$ cat src/rtl/pipe_if_stage_pkg.sv
// Shared encodings for the MIPS instruction-fetch stage.
package pipe_if_stage_pkg;

  localparam logic [1:0] PCSRC_PC4 = 2'b00;
  localparam logic [1:0] PCSRC_BPC = 2'b01;
  localparam logic [1:0] PCSRC_DA  = 2'b10;
  localparam logic [1:0] PCSRC_JPC = 2'b11;

  localparam logic [31:0] NOP_INST = 32'h0000_0000;
  localparam logic [31:0] RESET_PC = 32'h0000_0000;

  typedef enum logic {
    ST_FETCH = 1'b0,
    ST_HOLD  = 1'b1
  } if_state_e;

endpackage

$ cat src/rtl/pipe_if_stage_next_pc_mux.sv
// Redirect target selection from the ID-stage control unit; targets are word aligned.
module if_next_pc_mux
  import pipe_if_stage_pkg::*;
(
  input  logic [1:0]  pcsource_i,
  input  logic [31:0] pc4_i,
  input  logic [31:0] bpc_i,
  input  logic [31:0] da_i,
  input  logic [31:0] jpc_i,
  output logic [31:0] tgt_o
);

  logic [31:0] sel;

  always_comb begin
    sel = pc4_i;
    case (pcsource_i)
      PCSRC_PC4: sel = pc4_i;
      PCSRC_BPC: sel = bpc_i;
      PCSRC_DA:  sel = da_i;
      PCSRC_JPC: sel = jpc_i;
      default:   sel = pc4_i;
    endcase
    tgt_o = sel & ~32'h0000_0003;
  end

endmodule

$ cat src/rtl/pipe_if_stage.sv
// IF stage with IF/ID register: PC, handshaked imem fetch, stall hold and
// deferred redirect when a branch is accepted while memory is still busy.
module pipe_if_stage
  import pipe_if_stage_pkg::*;
#(
  parameter logic [31:0] RESET_PC_P = RESET_PC,
  parameter logic [31:0] NOP_INST_P = NOP_INST
) (
  input  logic        clock_i,
  input  logic        reset_i,
  input  logic [1:0]  pcsource_i,
  input  logic [31:0] bpc_i,
  input  logic [31:0] da_i,
  input  logic [31:0] jpc_i,
  input  logic        wpcir_i,
  output logic        imem_req_o,
  output logic [31:0] imem_addr_o,
  input  logic [31:0] imem_rdata_i,
  input  logic        imem_ready_i,
  output logic [31:0] pc_o,
  output logic [31:0] dpc4_o,
  output logic [31:0] dinst_o,
  output logic        fetch_wait_o
);

  if_state_e   state_q;
  logic [31:0] pc_q, pc_d;
  logic [31:0] dinst_q, dpc4_q, hold_q;
  logic        rd_pend_q, rd_pend_d;
  logic [31:0] rd_tgt_q, rd_tgt_d;

  logic [31:0] pc4, tgt, inst_cur;
  logic        inst_avail, advance, redirect;

  assign pc4 = pc_q + 32'd4;

  if_next_pc_mux u_next_pc_mux (
    .pcsource_i (pcsource_i),
    .pc4_i      (pc4),
    .bpc_i      (bpc_i),
    .da_i       (da_i),
    .jpc_i      (jpc_i),
    .tgt_o      (tgt)
  );

  always_comb begin
    inst_avail = ((state_q == ST_FETCH) && imem_ready_i) || (state_q == ST_HOLD);
    inst_cur   = (state_q == ST_HOLD) ? hold_q : imem_rdata_i;
    advance    = inst_avail && wpcir_i;
    redirect   = wpcir_i && (pcsource_i != PCSRC_PC4);
  end

  // A redirect that cannot advance yet is parked until the delay slot arrives.
  always_comb begin
    pc_d      = pc_q;
    rd_pend_d = rd_pend_q;
    rd_tgt_d  = rd_tgt_q;
    if (advance && redirect) begin
      pc_d = tgt;
    end else if (advance && rd_pend_q) begin
      pc_d      = rd_tgt_q;
      rd_pend_d = 1'b0;
    end else if (advance) begin
      pc_d = pc4;
    end else if (redirect) begin
      rd_pend_d = 1'b1;
      rd_tgt_d  = tgt;
    end
  end

  always_ff @(posedge clock_i or posedge reset_i) begin
    if (reset_i) begin
      state_q   <= ST_FETCH;
      pc_q      <= RESET_PC_P;
      dinst_q   <= NOP_INST_P;
      dpc4_q    <= 32'h0;
      hold_q    <= 32'h0;
      rd_pend_q <= 1'b0;
      rd_tgt_q  <= 32'h0;
    end else begin
      case (state_q)
        ST_FETCH: begin
          if (imem_ready_i && !wpcir_i) begin
            state_q <= ST_HOLD;
            hold_q  <= imem_rdata_i;
          end
        end
        ST_HOLD: begin
          if (wpcir_i) state_q <= ST_FETCH;
        end
        default: state_q <= ST_FETCH;
      endcase
      pc_q      <= pc_d;
      rd_pend_q <= rd_pend_d;
      rd_tgt_q  <= rd_tgt_d;
      if (wpcir_i) begin
        dinst_q <= advance ? inst_cur : NOP_INST_P;
        dpc4_q  <= pc4;
      end
    end
  end

  assign imem_req_o   = (state_q == ST_FETCH) && !reset_i;
  assign imem_addr_o  = pc_q;
  assign pc_o         = pc_q;
  assign dpc4_o       = dpc4_q;
  assign dinst_o      = dinst_q;
  assign fetch_wait_o = (state_q == ST_FETCH) && !imem_ready_i;

endmodule
$ cat config.mk
export PLATFORM = sky130hd
export DESIGN_NAME = pipe_if_stage
export DESIGN_NICKNAME = d
export VERILOG_FILES = /design/src/rtl/pipe_if_stage_pkg.sv /design/src/rtl/pipe_if_stage_next_pc_mux.sv /design/src/rtl/pipe_if_stage.sv
export SDC_FILE = /design/constraint.sdc
export NUM_CORES = 1
export LEC_CHECK = 0
export BUFFER_PORTS_ARGS = -buffer_cell sky130_fd_sc_hd__buf_2
export CORE_ASPECT_RATIO = 0.9
export CORE_MARGIN = 5
export CORE_UTILIZATION = 25
export CTS_CLUSTER_DIAMETER = 30
export DETAILED_ROUTE_END_ITERATION = 10
export PLACE_DENSITY_LB_ADDON = 0.1
export REMOVE_ABC_BUFFERS = 1
export SLEW_MARGIN = 10
export SYNTH_ARGS = -nofsm -noshare
export SYNTH_HDL_FRONTEND = slang
export SYNTH_SLANG_ARGS = --single-unit
$ cat constraint.sdc
create_clock -name clock_i -period 7 [get_ports clock_i]
set_input_delay 2.1 -clock clock_i [delete_from_list [all_inputs] [get_ports clock_i]]
set_output_delay 2.1 -clock clock_i [all_outputs]
set_load 0.03 [all_outputs]
==> reports/metrics.cfg <==
[outcome]
status=finished clean

[power_and_ir_drop]
power_switching_mw=1.11
power.density_nw_per_um2=288
sw_frac_of_total_pct=37.7
pwr-share-seq_pct=41.4
comb_power_share_pct=28.2
pwr-share-clk_pct=30.4
p_int_mw=1.83
leakage_nw=4.67
ir_drop_mv=0.168

[final_layout]
drive_gt1_share_pct=32.5
design_area_um2=10200
syn_to_final_growth_pct=23.8
fin_nets=1239
fill_cells=3555

[cts]
clockRootBuffer=clkbuf_16
numCtsBuffers=17
post_cts_buffers=0
cts_hold_buf=0
clkTransAtPathRegs_ns=0.06
cts_tree=yes
cts_buffer_depth=2
cts_num_sinks=156
cts_max_level=4
clock_latency_ns=0.43
cts-resized-gates=0

[worst_setup_path]
reg2reg_from=state_q
endpoint_kind=output port
r2r_end=imem_addr_o[31]
r2r_cells=7
cp.required_ns=4.90
r2r_setup_slack_ns=4.28
crit_type=primary input to output port
cp_max_fo=4
cp-startpoint=imem_ready_i
crit_path_end=fetch_wait_o
start_kind=primary input
arrival_ns=2.97

[sta]
setup_viol=0
clock_skew_ns=0.00830
relSlewSlack_pct=29.6
slew_viol_final=0
hold_viol=0
rsz0062_at_grt=false
fin_crit_ns=5.07
worstMarginPinSlew_ns=1.05
fin_crit_sh_pct=72.5
timing.setup.tns_ns=0
fmax_ghz=0.197

[logic_synthesis]
syn_area_um2=8250
seq_area_frac_synth_pct=47.3
synth_cells=916
synth_edf_count=0
avgSynthCellArea_um2=9.01
yosysWarnings=0
async_reset_ff_share_pct=100
synth.distinct_cells=53
ys.flop_type=dfrtp_1
ys_ff_latch=156

[detailed_routing]
drtIter0Drc=317
post_drt_wl_per_cell_um=17.7
vias=7148
via_per_inst=4.64
drc=0
wirelength_mm=27.3
drt_first_pass_iters=5
ant_nets=0

[floorplanning]
dieArea_um2=36800
die_w_um=202
ios=264
fp-row-count=63
coreArea_um2=32800
die_y_um=182
start_util_pct=25.2

[placed_design]
gp_congestion=0.744
portBuffers=251
place_area_um2=9670
dp_hpwl_mm=18.7

[grt]
antenna_found_initial=1
grt_pass1_vias=7108
gr-usage-all-layers_pct=14.7
grt_max_degree=78
grt_pass1_wl_mm=42.5
grt_overflow_total=0

[run]
cap_violations=0

[worst_hold_path]
min_path_type=flop to flop

## kinds of logic after synthesis
| logic type | after synthesis | share of synthesized area, % |
|---|---|---|
| other | 1 | 0.0454 |
| multiplexers | 66 | 8.76 |
| flip-flops | 156 | 47.3 |
| XOR/XNOR | 27 | 2.87 |
| AO/OA/AOI/OAI | 271 | 18.8 |
| AND/OR/NAND/NOR | 284 | 15.3 |
| buffers and inverters | 110 | 6.75 |
| adder cells (fa/ha/maj) | 1 | 0.152 |
## worst min path at each step
| stage | start | endpoint | slack, ns | cells past startpoint |
|---|---|---|---|---|
| 2_1_floorplan | rd_tgt_q[11] | rd_tgt_q[11] | 0.44 | 2 |
| 3_3_place_gp | rd_tgt_q[31] | rd_tgt_q[31] | 0.46 | 2 |
| 3_5_place_dp | rd_tgt_q[16] | rd_tgt_q[16] | 0.47 | 2 |
| 4_1_cts | rd_tgt_q[16] | rd_tgt_q[16] | 0.48 | 2 |
| 5_1_grt | rd_tgt_q[16] | rd_tgt_q[16] | 0.50 | 2 |
| 6_report | rd_tgt_q[31] | rd_tgt_q[31] | 0.48 | 2 |
## final cells by class
| cell class | count | area [um^2] | share of cell area [%] |
|---|---|---|---|
| clock inverter | 12 | 101 | 0.992 |
| clock buffer | 18 | 439 | 4.30 |
| sequential | 156 | 3910 | 38.2 |
| tap | 422 | 528 | 5.17 |
| multi-input combinational | 655 | 3830 | 37.5 |
| timing repair buffer | 265 | 1360 | 13.3 |
| antenna | 2 | 5.00 | 0.0490 |
| inverter | 9 | 38.8 | 0.380 |
## cell usage in the layout (no fill, tap or decap), types with 3 or more instances in the layout
master | synthesis | final
conb_1 | 1 | 6
mux2i_1 | 16 | 16
a21oi_1 | 119 | 119
buf_4 | 36 | 15
clkinv_2 | 0 | 5
o21ai_0 | 84 | 83
a22oi_1 | 17 | 17
buf_2 | 7 | 250
o31a_1 | 7 | 7
o311a_1 | 3 | 3
o211ai_1 | 6 | 6
o22ai_1 | 4 | 4
nand4_1 | 5 | 5
a31oi_1 | 5 | 5
dfrtp_1 | 156 | 155
nand2_1 | 107 | 107
and3_1 | 5 | 5
nor2_1 | 119 | 119
a211o_1 | 4 | 4
inv_1 | 9 | 8
xor2_1 | 9 | 9
a21boi_0 | 6 | 6
xnor2_1 | 18 | 18
clkinvlp_4 | 0 | 5
nor3_1 | 11 | 11
mux2_2 | 50 | 50
clkbuf_16 | 0 | 17
nor4_1 | 3 | 3
nand3_1 | 15 | 14
## through the flow
stage	setup slack [ns]	utilization, %	cells	hold WS, ns	power [mW]
finish	1.93	31.2	1539	0.478	2.94
global route	1.86	31.1	1537	0.502	3.12
CTS	1.91	31.1	1537	0.480	2.99
detailed placement	1.91	29.5	1507	0.466	2.08
global placement	1.91	29.5	1507	0.457	2.07
floorplan	0.693	-	820	0.445	1.75
## worst max-delay path, stage by stage
cell	delay [ns]
buf_2	0.10
nor2_1	0.46
buf_2	0.31
## layer usage
metal / global-route usage, % / vias to the layer above / part of all wire, %
li1: - / 3528 / -
met5: 0 / - / 0.026
met2: 23.1 / 186 / 45
met1: 21.1 / 3413 / 49
met4: 3.23 / 2 / 0.96
met3: 3.07 / 19 / 4.8
## power by group through the flow
stage	Clock, mW	Combinational (mW)	Sequential, mW
3_3_place_gp	0	0.842	1.23
3_5_place_dp	0	0.844	1.24
4_1_cts	0.926	0.846	1.22
2_1_floorplan	0	0.292	1.46
6_report	0.893	0.830	1.22
5_1_grt	0.966	0.906	1.25
## sequential cells by signal, indices dropped and copies added (netlist names)
name         flops
imem_addr_o     30
dinst_o         32
rd_tgt_q        30
dpc4_o          30
hold_q          32
rd_pend_q        1
state_q          1
## synth_stat cells (4+ instances only)
cell / instances / share of area (%)
a211o_1: 4 / 0.42
a21boi_0: 6 / 0.55
a21oi_1: 119 / 7.2
a22oi_1: 17 / 1.5
a31oi_1: 5 / 0.38
and3_1: 5 / 0.38
buf_1: 11 / 0.50
buf_2: 7 / 0.42
buf_4: 36 / 3.3
clkbuf_1: 47 / 2.1
dfrtp_1: 156 / 47
inv_1: 9 / 0.41
mux2_2: 50 / 6.8
mux2i_1: 16 / 1.9
nand2_1: 107 / 4.9
nand3_1: 15 / 0.91
nand4_1: 5 / 0.38
nor2_1: 119 / 5.4
nor3_1: 11 / 0.67
o211ai_1: 6 / 0.55
o21ai_0: 84 / 5.1
o22ai_1: 4 / 0.30
o31a_1: 7 / 0.74
xnor2_1: 18 / 1.9
xor2_1: 9 / 0.96
(Power assumes the default switching activity.)
